===== src/rtl/seq_write_controller.sv =====
// seq_write_controller
// Steps through a small pattern memory and replays each entry as a single
// register write on the signal generator bus, one step every tempo+1 clocks
// (at least two). A host port can inject direct writes at any time and wins
// the bus over a sequencer write in the same cycle.
//
// Build option: SEQ_LOOP_EN -- when defined, the loop input makes playback
// wrap from the last step back to step 0; otherwise loop is ignored and
// playback always ends with a done pulse.
//
// state  | meaning
// IDLE   | not playing; only host writes reach the bus
// ISSUE  | current step's write is due this cycle (held while the host owns the bus)
// WAIT   | step written; counting clocks until the next tick

module seq_write_controller #(
   parameter  int STEPS = 8,
   parameter  int DIV_W = 16,
   localparam int SW    = $clog2(STEPS)
) (
   input  logic             clk,
   input  logic             rst,
   input  logic             start,
   input  logic             stop,
   input  logic             loop,
   input  logic [DIV_W-1:0] tempo,
   input  logic [SW-1:0]    length,
   input  logic             prog_we,
   input  logic [SW-1:0]    prog_addr,
   input  logic [7:0]       prog_data,
   input  logic             host_req,
   input  logic [2:0]       host_addr,
   input  logic [4:0]       host_data,
   output logic             host_ack,
   output logic             write_strobe,
   output logic [2:0]       address,
   output logic [4:0]       data,
   output logic             busy,
   output logic [SW-1:0]    step,
   output logic             done
);

   typedef enum logic [1:0] {
      S_IDLE  = 2'd0,
      S_ISSUE = 2'd1,
      S_WAIT  = 2'd2
   } state_t;

   state_t           state_q, state_d;
   logic [SW-1:0]    step_q, step_d;
   logic [DIV_W-1:0] cnt_q, cnt_d;
   logic             done_q, done_d;
   logic [2:0]       addr_q, addr_d;
   logic [4:0]       data_q, data_d;
   logic [7:0]       mem_q [STEPS];

   logic             host_go;
   logic             seq_fire;
   logic             loop_ok;
   logic [7:0]       entry;
   logic             is_rest;
   logic [DIV_W-1:0] tempo_m1;
   logic             tick;

`ifdef SEQ_LOOP_EN
   assign loop_ok = loop;
`else
   logic unused_loop;
   assign unused_loop = loop;
   assign loop_ok     = 1'b0;
`endif

   // The host grant is qualified by reset so nothing reaches the bus while rst is low.
   assign host_go  = host_req & rst;
   assign entry    = mem_q[step_q];
   assign is_rest  = (entry[7:5] == 3'b111);
   // A step lasts tempo+1 clocks: one ISSUE cycle plus tempo WAIT cycles (at least one).
   assign tempo_m1 = (tempo == '0) ? '0 : tempo - DIV_W'(1);
   assign tick     = (cnt_q >= tempo_m1);

   // Next-state, step advance and tick counter.
   always_comb begin
      state_d  = state_q;
      step_d   = step_q;
      cnt_d    = cnt_q;
      done_d   = 1'b0;
      seq_fire = 1'b0;
      case (state_q)
         S_IDLE: begin
            if (start) begin
               state_d = S_ISSUE;
               step_d  = '0;
            end
         end
         S_ISSUE: begin
            // A rest needs no bus, so it never waits behind the host.
            if (is_rest) begin
               state_d = S_WAIT;
               cnt_d   = '0;
            end else if (!host_go) begin
               seq_fire = 1'b1;
               state_d  = S_WAIT;
               cnt_d    = '0;
            end
         end
         S_WAIT: begin
            if (tick) begin
               if (step_q >= length) begin
                  if (loop_ok) begin
                     step_d  = '0;
                     state_d = S_ISSUE;
                  end else begin
                     state_d = S_IDLE;
                     done_d  = 1'b1;
                  end
               end else begin
                  step_d  = step_q + SW'(1);
                  state_d = S_ISSUE;
               end
            end else if (cnt_q != {DIV_W{1'b1}}) begin
               cnt_d = cnt_q + DIV_W'(1);
            end
         end
         default: begin
            state_d = S_IDLE;
         end
      endcase
      // Abort overrides everything: no pending write, no done, step frozen.
      if (stop) begin
         state_d  = S_IDLE;
         step_d   = step_q;
         seq_fire = 1'b0;
         done_d   = 1'b0;
      end
   end

   // Bus mux: host first, then the sequencer, otherwise hold the last value.
   always_comb begin
      addr_d = addr_q;
      data_d = data_q;
      if (host_go) begin
         addr_d = host_addr;
         data_d = host_data;
      end else if (seq_fire) begin
         addr_d = entry[7:5];
         data_d = entry[4:0];
      end
   end

   assign host_ack     = host_go;
   assign write_strobe = host_go | seq_fire;
   assign address      = addr_d;
   assign data         = data_d;
   assign busy         = (state_q != S_IDLE);
   assign step         = step_q;
   assign done         = done_q;

   // Controller state, timing and bus hold registers.
   always_ff @(posedge clk or negedge rst) begin
      if (!rst) begin
         state_q <= S_IDLE;
         step_q  <= '0;
         cnt_q   <= '0;
         done_q  <= 1'b0;
         addr_q  <= '0;
         data_q  <= '0;
      end else begin
         state_q <= state_d;
         step_q  <= step_d;
         cnt_q   <= cnt_d;
         done_q  <= done_d;
         addr_q  <= addr_d;
         data_q  <= data_d;
      end
   end

   // Pattern memory; the current step reads the value stored before this edge.
   always_ff @(posedge clk or negedge rst) begin
      if (!rst) begin
         for (int i = 0; i < STEPS; i++) begin
            mem_q[i] <= 8'h00;
         end
      end else if (prog_we) begin
         mem_q[prog_addr] <= prog_data;
      end
   end

endmodule

===== config.mk =====
export PLATFORM = sky130hd
export DESIGN_NAME = seq_write_controller
export DESIGN_NICKNAME = d
export VERILOG_FILES = /design/src/rtl/seq_write_controller.sv
export SDC_FILE = /design/constraint.sdc
export NUM_CORES = 1
export LEC_CHECK = 0
export ABC_AREA = 1
export CAP_MARGIN = 20
export CORE_ASPECT_RATIO = 0.5
export CORE_UTILIZATION = 35
export DETAILED_ROUTE_END_ITERATION = 7
export PLACE_DENSITY = 0.52
export REMOVE_ABC_BUFFERS = 1
export SKIP_LAST_GASP = 1
export SLEW_MARGIN = 20
export SYNTH_ARGS = -nofsm -noshare
export SYNTH_HDL_FRONTEND = slang
export SYNTH_SLANG_ARGS = --single-unit

===== constraint.sdc =====
create_clock -name clk -period 2.95 [get_ports clk]
set_input_delay 0.7375 -clock clk [delete_from_list [all_inputs] [get_ports clk]]
set_output_delay 0.7375 -clock clk [all_outputs]
set_load 0.05 [all_outputs]

# Word-level counts from Yosys, hierarchy flattened
# Index checks and enable logic that the tools add are counted.
dict set report op_classes {
  add_sub_neg 3
  magnitude_cmp 5
  eq_ne 13
  mux 35
  bitwise 5
  n_reduce_logical 9
}
# operator count
set ops {}
lappend ops {{2-to-1 mux 16 bit} 5}
lappend ops {{bitwise mux 64 bit} 1}
lappend ops {{case mux 16 bit (2 select lines)} 1}
lappend ops {{binary-select mux 8 bit (select 3 bit)} 1}
lappend ops {{demux 8 bit (select 3 bit)} 1}
lappend ops {{2-to-1 mux 8 bit} 3}
lappend ops {{adder 16 x 1 -> 16 bit, second input constant} 1}
lappend ops {{>= comparator 16 bit} 1}
lappend ops {{logical NOT 16 bit} 1}
lappend ops {{inequality test 16 bit, second input constant} 1}
lappend ops {{subtractor 16 x 1 -> 16 bit, second input constant} 1}
lappend ops {{2-to-1 mux 3 bit} 5}
lappend ops {{2-to-1 mux 2 bit} 5}
lappend ops {{2-to-1 mux 5 bit} 2}
lappend ops {{inequality test 2 bit, second input constant} 5}
lappend ops {{2-to-1 mux 1 bit} 9}
lappend ops {{inequality test 3 bit, second input constant} 3}
lappend ops {{>= comparator 4 bit, second input constant} 2}
lappend ops {{NOT 3 -> 4 bit} 2}
lappend ops {{case mux 2 bit (3 select lines)} 1}
lappend ops {{case mux 3 bit (2 select lines)} 1}
lappend ops {{nonzero test 2 bit} 3}
lappend ops {{AND reduction 5 bit} 1}
lappend ops {{< comparator 4 x 1 -> 1 bit, second input constant} 1}
lappend ops {{13 further kinds} 13}
dict set report totals {
  register_bits 94
  input_bits 45
  out_inout_bits 15
  wordCells 84
}

# Longest topological paths before layout
dict set report depth {
  ltp_word 10
  depth_mapped 23
  ltp_nobuf 22
}

# Least setup slack after synthesis
# No wires, ideal clock.
dict set report synth_timing {
  path_kind {input-to-reg}
  startpoint {input tempo[1]}
  endpoint {register cnt_q[13]}
  setup_ps 117
  arrival_time_ps 2926
  required_ps 2833
  slack_ps -93
  path_stages 18
  n_path_buf 1
  cell_sequence {nor2_1 > nand2_1 > nor3_1 > nand2_1 > nor2_1 > nand2_1 > xnor2_1 > nand2_1 > ha_1 > a21oi_1 > o21ai_0 > nor2_1 > nand3_1 > nand2_2 > nand2_4 > buf_6 > nand2_1 > nand2_1}
}
dict set report synth_between {
  elab_chain_len 5
  word_cells_on_any_way 6
  classes_between {add/sub: 1; order compare: 1; eq/ne: 1; mux: 1; reduce/logical: 2}
}
# element line
set synth_lines {}
lappend synth_lines {{start: declaration} 26} ;# input logic [DIV_W-1:0] tempo,
lappend synth_lines {{subtractor 16 x 1 -> 16 bit or logical NOT 16 bit (tied branches)} 78} ;# assign tempo_m1 = (tempo == '0) ? '0 : tempo - DIV_W'(1);
lappend synth_lines {{2-to-1 mux 16 bit *} 78}
lappend synth_lines {{>= comparator 16 bit *} 79} ;# assign tick = (cnt_q >= tempo_m1);
lappend synth_lines {{inequality test 2 bit (no line) *} -}
lappend synth_lines {{AND reduction 4 bit (no line) *} -}
lappend synth_lines {{end signal: assignment} 170} ;# cnt_q <= cnt_d;
lappend synth_lines {{end: declaration} 51} ;# logic [DIV_W-1:0] cnt_q, cnt_d;
# Mark *: on every way between the ends. The rest lies on a longest branch, timed or not.
# A chain may end at the register's enable or synchronous reset.

# Worst setup path in the final report
dict set report layout_timing {
  startpoint {input tempo[12]}
  endpoint {register cnt_q[6]}
}
# The elaborated chain is that of the path after synthesis.

==> impl_results.md <==
* Initial antenna violation count at 0
* Slew HR at 0.532
* Crit. End Element: flop
* Combinational power share at 0.391
* Sequential Power Share at 0.361
* Mean Syn Cell Area at ~7.1 um^2
* Die width at about 180 um
* Internal power at 2.80 mW
* Total gr overflow at 0
* HP Class: flop to flop
* Syn Inst Count at around 800
* Max_cap viols at 0
* Die Area at between 15000 and 20000 um^2
* Clock Path Buffers at 2
* Commonest non-fill, non-tap cell in the layout: nand2_1
* Initial core utilization at 0.363
* Final #Nets at 977
* Outcome: finished, final reports clean
* Cell Pwr Density at around 600 nW/um^2
* Switching Power at 1.70 mW
* Vias at approximately 5.4k
* Period utilization at 0.979
* Crit path required time at between 3 and 4 ns
* Die Span Y at approximately 92 um
* DPL Wire Length at 10.4 mm
* Final Max Tran Viols at 0
* Fin. Hold Viols at 0
* Lkg Pwr at 3.73 nW
* Worst setup path category: input pin to flop
* Vias in the first global route at roughly 5.3k
* Filler cells at between 1.5k and 2k
* Peak supply drop at ~0.26 mV
* Drt drc at 0
* Vias/cell at around 4.8
* First-pass GRT wire length at roughly 26 mm
* Num rows at 32
* Pre-CTS setup slack at -0.676 ns
* Setup Skew at 0.00626 ns
* Commonest cells after routing, fill and taps aside: 222 x nand2_1, 93 x dfrtp_1, 92 x o21ai_0, 83 x inv_1, 70 x buf_4
* Post-Syn Area at approximately 5600 um^2
* CTS buffer count at 9
* ANT nets after route at 0
* Worst r2r path cells at 12
* Drt pass-1 iters at 5
* Unrepaired setup endpoints after global routing: yes
* Io pins at 60
* Number of H-tree levels at 3
* Core ar. at around 16000 um^2
* Setup-failing EPs final at 0
* CTS Root Cell: clkbuf_16
* #FFs+latches synth at 94
* Area growth from synthesis to final layout at 35.1%
* Arrival time worst endpoint at ~3.1 ns
* Synth cell types at 34
* Min cycle time layout at about 2.9 ns
* Layout cell share with drive strength beyond 1 at 0.216
* DRT iter0 DRCs at about 240
* Clock share of power at 0.248
* Type of origin of the critical path: input pin
* Average wire per standard cell at ~14 um
* Largest net degree at the start of global routing at 56
* GPL Wtd Cong at approximately 0.86
* R2r setup slk at ~0.88 ns
* Least-Margin Pin Slew at roughly 0.7 ns
* Worst-Skew Late Latency at about 0.34 ns
* ANT cells at 0
* PortBufs at 58
* Worst-path fanout max at 8
* Worst Setup Slack, final at 0.0622 ns
* GRT Util Overall at 0.198
* Clock sink count at 94
* Clk slew on worst S/H paths at about 0.060 ns
* CTS tree: done
* Sw Ratio at 0.378
* Hold Path Depth at 2
* YS warnings at 0
* Drt total wl at roughly 16 mm
* Cts hold-fix bufs at 0
* Total power at around 4.5 mW
* Fmax at 346 MHz
* Sequential share of the synthesized area at 0.416
metal layers:
layer,up-vias,GRT usage,share of wire
met3,24,0.0318,0.032
met1,2522,0.252,0.47
li1,2779,-,-
met4,0,0.0551,0.016
met2,93,0.347,0.48
met5,-,0,0
path summary, 6_finish.rpt:
path / start / end
max in group asynchronous: rst / step[0]
hold reg to reg: mem_q[45] / mem_q[45]
setup / recovery: tempo[12] / cnt_q[6]
min in group asynchronous: rst / mem_q[7]
setup reg to reg: step[0] / cnt_q[6]
hold / removal: mem_q[45] / mem_q[45]
area by class of cell:
cell class	count	area (um^2)	share of cell area
sequential	94	2350	0.308
timing repair buffer	131	1200	0.158
tap	204	255	0.0335
clock buffer	11	243	0.0318
inverter	91	347	0.0454
clock inverter	5	42.5	0.00558
multi-input combinational	582	3190	0.418
metrics by stage:
stage               hold WS, ns  utilization  cells  area (um^2)  TNS, ns
finish                    0.483        0.490   1118         7630        0
global route              0.498        0.490   1118         7630   -0.984
CTS                       0.486        0.478   1112         7450        0
detailed placement        0.468        0.440   1079         6850   -14.04
global placement          0.461        0.440   1079         6850   -12.50
floorplan                 0.442            -    765         5520    -6.74
power groups by stage:
stage / combinational, mW / clock, mW / sequential [mW]
floorplan: 0.870 / 0 / 1.67
global route: 1.95 / 1.20 / 1.65
global placement: 1.56 / 0 / 1.64
CTS: 1.69 / 1.15 / 1.63
detailed placement: 1.57 / 0 / 1.65
finish: 1.76 / 1.12 / 1.63
cells in the mapped netlist:
cell type,number,share of area
nand2_1,239,0.16
o21ai_0,97,0.086
dfrtp_1,94,0.42
inv_1,89,0.059
nor2_1,76,0.051
nand3_1,61,0.054
ha_1,23,0.051
a21oi_1,17,0.015
clkbuf_1,16,0.011
nand4_1,13,0.014
nor3_1,9,0.0080
xor2_1,8,0.012
o211ai_1,7,0.0093
xnor2_1,7,0.011
or2_2,5,0.0055
buf_2,4,0.0035
buf_4,3,0.0040
nor3b_1,3,0.0040
buf_6,2,0.0040
nand2_2,2,0.0022
nand2_4,2,0.0040
nor2_2,2,0.0022
a21o_1,1,0.0013
a31oi_1,1,0.0011
and2_1,1,0.0011
buf_1,1,0.00066
clkinv_1,1,0.00066
inv_2,1,0.00066
nand3_2,1,0.0018
nand3b_1,1,0.0013
nor2_4,1,0.0020
nor4_1,1,0.0011
o21a_1,1,0.0013
o21ai_1,1,0.00089
critical path, stage by stage:
cell             delay (ns)
clkdlybuf4s15_1        0.21
nor2_2                 0.14
inv_2                  0.07
nor3b_2                0.20
nand4_1                0.21
buf_6                  0.20
o211ai_1               0.12
ha_1                   0.28
nand4_1                0.15
a21oi_2                0.05
nor2_2                 0.17
nand3_2                0.16
nand2_8                0.15
nand2_8                0.10
nand2_1                0.09
nand2_1                0.06
registers in the layout (all words and copies together) (netlist names):
register	count
data_q	5
cnt_q	16
done	1
addr_q	3
step	3
state_q	2
mem_q	64
kinds of logic (layout without fill, tap and decap cells):
| family | Yosys count | in the layout | synth area share |
|---|---|---|---|
| adder cells (fa/ha/maj) | 23 | 23 | 0.0510 |
| AND/OR/NAND/NOR | 417 | 419 | 0.311 |
| flip-flops | 94 | 94 | 0.416 |
| AO/OA/AOI/OAI | 125 | 125 | 0.115 |
| buffers and inverters | 117 | 238 | 0.0833 |
| XOR/XNOR | 15 | 15 | 0.0233 |
what timing repair did:
action / CTS / global route
setup endpoints to repair: 30 / 29
resized for setup: 78 / 56
setup buffers: 15 / 5
cloned: 2 / 1
pin swaps: 41 / 34
endpoints found under the hold margin: 0 / 0
No activity file was read; power rests on OpenSTA's default activity.
